## config.mk

```make
export PLATFORM = sky130hd
export DESIGN_NAME = speed_sched
export DESIGN_NICKNAME = d
export VERILOG_FILES = /design/src/rtl/speed_sched.sv
export SDC_FILE = /design/constraint.sdc
export NUM_CORES = 1
export LEC_CHECK = 0
export CAP_MARGIN = 20
export CORE_MARGIN = 2
export CORE_UTILIZATION = 30
export CTS_CLUSTER_SIZE = 12
export DETAILED_ROUTE_END_ITERATION = 8
export GPL_TIMING_DRIVEN = 0
export PLACE_DENSITY = 0.57
export SYNTH_ARGS = -nofsm -noshare
export SYNTH_HDL_FRONTEND = slang
export SYNTH_SLANG_ARGS = --single-unit
```

## constraint.sdc

```tcl
create_clock -name Clk -period 2.4 [get_ports Clk]
set_input_delay 0.48 -clock Clk [delete_from_list [all_inputs] [get_ports Clk]]
set_output_delay 0.48 -clock Clk [all_outputs]
set_load 0.02 [all_outputs]
```

## src/rtl/speed_sched.sv

```systemverilog
// Purpose: run-state controller for the game tick timer; sequences start/pause/resume/game over and speeds up per level.
// Latency: every output is registered; Step follows its accepted TmrTick by exactly one Clk cycle.
// Backpressure: none; all inputs are one-cycle pulses, and pulses that the current state does not use are dropped.
module speed_sched #(
    parameter logic [9:0] INIT_PERIOD     = 10'd499,
    parameter logic [9:0] MIN_PERIOD      = 10'd99,
    parameter logic [9:0] STEP_DEC        = 10'd50,
    parameter logic [7:0] TICKS_PER_LEVEL = 8'd32,
    parameter logic [2:0] MAX_LEVEL       = 3'd7
) (
    input  logic       Clk,
    input  logic       Rst,
    input  logic       Start,
    input  logic       Pause,
    input  logic       Collision,
    input  logic       TmrTick,
    output logic       TmrEnable,
    output logic       TmrClear,
    output logic [9:0] TmrCfg,
    output logic       Step,
    output logic [2:0] Level,
    output logic       Running,
    output logic       GameOver
);

    localparam logic [1:0] ST_IDLE  = 2'd0;
    localparam logic [1:0] ST_RUN   = 2'd1;
    localparam logic [1:0] ST_PAUSE = 2'd2;
    localparam logic [1:0] ST_OVER  = 2'd3;

    logic [1:0]  state;
    logic [7:0]  tick_cnt;
    logic [10:0] cfg_floor;
    logic [9:0]  cfg_next;
    logic [2:0]  level_next;
    logic        last_tick;

    // Threshold widened to 11 bits so MIN_PERIOD+STEP_DEC cannot wrap.
    assign cfg_floor = {1'b0, MIN_PERIOD} + {1'b0, STEP_DEC};
    assign last_tick = (tick_cnt == TICKS_PER_LEVEL - 8'd1);

    // Next period and level taken on a level-up: clamp the period, saturate the level.
    always_comb begin
        cfg_next   = TmrCfg - STEP_DEC;
        level_next = Level + 3'd1;
        if ({1'b0, TmrCfg} < cfg_floor) begin
            cfg_next = MIN_PERIOD;
        end
        if (Level >= MAX_LEVEL) begin
            level_next = MAX_LEVEL;
        end
    end

    // Run-state sequencing with priority Collision > Start > Pause > TmrTick.
    always_ff @(posedge Clk or posedge Rst) begin
        if (Rst) begin
            state     <= ST_IDLE;
            tick_cnt  <= 8'd0;
            TmrEnable <= 1'b0;
            TmrClear  <= 1'b1;
            TmrCfg    <= INIT_PERIOD;
            Step      <= 1'b0;
            Level     <= 3'd0;
            Running   <= 1'b0;
            GameOver  <= 1'b0;
        end else if (Collision && (state == ST_RUN || state == ST_PAUSE)) begin
            // Game over: stop and clear the timer, keep Level/TmrCfg for display.
            state     <= ST_OVER;
            TmrEnable <= 1'b0;
            TmrClear  <= 1'b1;
            Step      <= 1'b0;
            Running   <= 1'b0;
            GameOver  <= 1'b1;
        end else if (Start && (state == ST_IDLE || state == ST_OVER)) begin
            // New game: reload the initial period and release the timer.
            state     <= ST_RUN;
            tick_cnt  <= 8'd0;
            TmrEnable <= 1'b1;
            TmrClear  <= 1'b0;
            TmrCfg    <= INIT_PERIOD;
            Step      <= 1'b0;
            Level     <= 3'd0;
            Running   <= 1'b1;
            GameOver  <= 1'b0;
        end else begin
            case (state)
                ST_RUN: begin
                    Step     <= TmrTick;
                    TmrClear <= 1'b0;
                    if (TmrTick) begin
                        if (last_tick) begin
                            // Level-up: restart the timer count so the new period starts from zero.
                            tick_cnt <= 8'd0;
                            Level    <= level_next;
                            TmrCfg   <= cfg_next;
                            TmrClear <= 1'b1;
                        end else begin
                            tick_cnt <= tick_cnt + 8'd1;
                        end
                    end
                    // A tick in the same cycle as Pause is still counted above.
                    if (Pause) begin
                        state     <= ST_PAUSE;
                        TmrEnable <= 1'b0;
                        Running   <= 1'b0;
                    end
                end
                ST_PAUSE: begin
                    // Timer holds its partial count: disabled, not cleared.
                    Step     <= 1'b0;
                    TmrClear <= 1'b0;
                    if (Pause) begin
                        state     <= ST_RUN;
                        TmrEnable <= 1'b1;
                        Running   <= 1'b1;
                    end
                end
                ST_IDLE: begin
                    Step      <= 1'b0;
                    TmrEnable <= 1'b0;
                    TmrClear  <= 1'b1;
                end
                default: begin
                    Step <= 1'b0;
                end
            endcase
        end
    end

endmodule

```

==> impl_metrics.tcl <==
set metrics [dict create \
    max_freq_mhz 462 \
    io_buffer_count 23 \
    drive_gt1_share_pct 11.0 \
    finClkSkew_ns 0.00569 \
    arrival_ns 2.34 \
    antenna_found_initial 0 \
    grt_pass1_wl_um 5550 \
    place_area_um2 1830 \
    clk_latency_ns 0.28 \
    die_w_um 74.5 \
    fin_nets 196 \
    synth_cells 154 \
    antenna_left 0 \
    ir_drop_mv 0.603 \
    path_max_fanout 6 \
    totalWireLength_um 3150 \
    grt_usage_pct 12.9 \
    setup_viol 0 \
    worstSetupEndpointType "flip-flop" \
    yosysSeqAreaShare_pct 47.6 \
    h-tree-depth 1 \
    max_cap_violations 0 \
    worst_slew_pin_slew_ns 0.777 \
    num_antenna_cells 0 \
    period_share_pct 90.3 \
    drtIter0Drc 61 \
    yosysWarnings 0 \
    p_per_area_nw_per_um2 1040 \
    slew_headroom_pct 47.4 \
    cts_buffers 3 \
    outcome "finished clean" \
    synth-async-reset-ratio_pct 100 \
    core_um2 4750 \
    netlist_top_cells_area "dfrtp_1, dfstp_2, nor2_1" \
    gr-total-overflow 0 \
    synth_ff_type "dfrtp_1" \
    cts_root_buffer "clkbuf_8" \
    syn-cell-area_um2 1490 \
    critical_path_required_ns 2.57 \
    dp_hpwl_um 2360 \
    dpl_worst_slack_ns 0.0173 \
    cts_hold_buf 0 \
    gp_congestion 0.787 \
    ys_types 42 \
    initial_core_util_pct 31.4 \
    synth_top_cell_by_area "dfrtp_1" \
    clock-sinks 28 \
    finalHoldViolCount 0 \
    crit_type "reg -> reg" \
    syn_avg_cell_area_um2 9.69 \
    synth_top_area_share_pct 33.5 \
    setup_slack_ns 0.234 \
    grt_pass1_vias 1213 \
    rsz0062_at_grt "false" \
    dieArea_um2 5560 \
    drc 0 \
    holdCritPathClass "in -> async" \
    worst_setup_path_start_kind "flip-flop" \
    cts_setup_buffers 0 \
    routedWlPerCell_um 12.6 \
    maxSlewViolCount 0 \
    setup_tns_ns 0 \
    p_leak_nw 0.838 \
    vias 1213 \
    clock_path_buffers 2 \
    synth_edf_count 0 \
    row_count 25 \
    grt_max_degree 23 \
    yosys_register_bits 28 \
    synthToLayoutAreaGrowth_pct 26.8 \
    fin_crit_ns 2.17 \
    clkSlewWorstSetupHoldPaths_ns 0.10 \
    design_area_um2 1890 \
    io_pins 24 \
    syn_nets 167 \
    cts_tree "done" \
    die_y_um 74.5 \
    firstDrtPassIters 4 \
    drt-vias-per-instance 4.87 \
]
[cell families after synthesis]
group,count (synthesis),synth area share [%]
adders and majority gates,7,5.87
buffers and inverters,14,3.86
DFF,28,47.6
AOI/OAI and AO/OA,46,20.3
xor gates and xnor gates,7,4.11
muxes,1,0.671
and+or+nand+nor,51,17.6
[cell usage in the layout (no fill, tap or decap), drive strengths merged]
cell and count:
or3 1, and2 2, dfrtp 20, buf 3
a211oi 1, a31o 1, dfstp 8, nand4 4
a21o 5, or2 1, xnor2 1, nor4 2
nor3 1, xor2 6, a311oi 1, nor3b 1
a31oi 3, clkdlybuf4s50 23, nor2 24, mux2i 1
o311ai 1, nand2 6, nand3b 1, a21oi 9
ha 7, o22ai 3, o32ai 1, o2111ai 1
clkbuf 5, nor2b 2, inv 11, o21a 4
a22o 3, o21ai 10, and3 3, nand2b 1
a22oi 1, o22a 2, nand3 2
[report_power, final]
group | switching [mW] | internal (mW)
combinational | 0.522 | 0.424
clock | 0.148 | 0.147
sequential | 0.118 | 0.615
[registers in the layout (all words and copies together) (netlist names)]
register   cells
tick_cnt       8
TmrCfg        10
TmrClear       1
Step           1
Running        1
TmrEnable      1
Level          3
GameOver       1
state          2
[timing repair]
item                       4_1_cts  5_1_grt
resized for setup                0        1
setup endpoints to repair        0        3
hold endpoints to repair         0        0
[layer usage]
metal / vias up / GRT usage (%) / part of all wire (%)
met5: - / 0 / 0
met4: 0 / 2.38 / 0.54
met3: 2 / 3.39 / 4.5
met2: 26 / 20.1 / 45
met1: 581 / 18.3 / 50
li1: 604 / - / -
[worst max-delay path: stages, from the launching register on]
cell and delay (ns):
dfrtp_1 0.45, inv_1 0.06, ha_1 0.35, nand2b_1 0.22, and3_1 0.26, a21oi_2 0.28
nor2_1 0.15, a22o_1 0.28
[path summary, 6_finish.rpt]
kind	end	slack (ns)	cells after the start	startpoint
min reg2reg	TmrEnable$_DFFE_PP0P_	0.52	1	TmrEnable$_DFFE_PP0P_
min	Running$_DFFE_PP0P_	0.45	2	Rst
max reg2reg	TmrCfg[3]$_DFFE_PP0P_	0.23	7	state[0]$_DFFE_PP0P_
min in group Clk	TmrEnable$_DFFE_PP0P_	0.52	1	TmrEnable$_DFFE_PP0P_
max in group asynchronous	TmrCfg[1]$_DFFE_PP1P_	1.43	3	Rst
max	TmrCfg[3]$_DFFE_PP0P_	0.23	7	state[0]$_DFFE_PP0P_
[through the flow]
step	total power, mW	utilization [%]	hold WS [ns]	cells
2_1_floorplan	1.37	-	0.505	154
3_3_place_gp	1.68	38.0	0.500	244
3_5_place_dp	1.70	38.6	0.506	245
4_1_cts	1.99	39.7	0.464	249
5_1_grt	2.16	39.8	0.489	249
6_report	1.97	39.8	0.455	249
[cells in the mapped netlist (2+ instances only)]
master,number
o21a_1,4
o22ai_1,3
a22o_1,3
and2_1,2
a31oi_1,3
a21o_1,5
xor2_1,6
o21ai_0,9
nor2b_1,2
nand4_1,4
nand2_1,6
dfrtp_1,20
nor2_1,24
and3_1,3
dfstp_2,8
inv_1,11
a21oi_1,9
o22a_1,2
ha_1,7
[area by class of cell]
cell class / count / area, um^2
flip-flops and latches: 28 / 711
inverters: 11 / 41.3
repair buffers: 24 / 258
multi-input cells: 112 / 728
plain buffers: 3 / 16.3
well taps: 67 / 83.8
clock buffers: 4 / 55.1
fillers: 517 / 2860
Power figures use the tool's default switching activity.
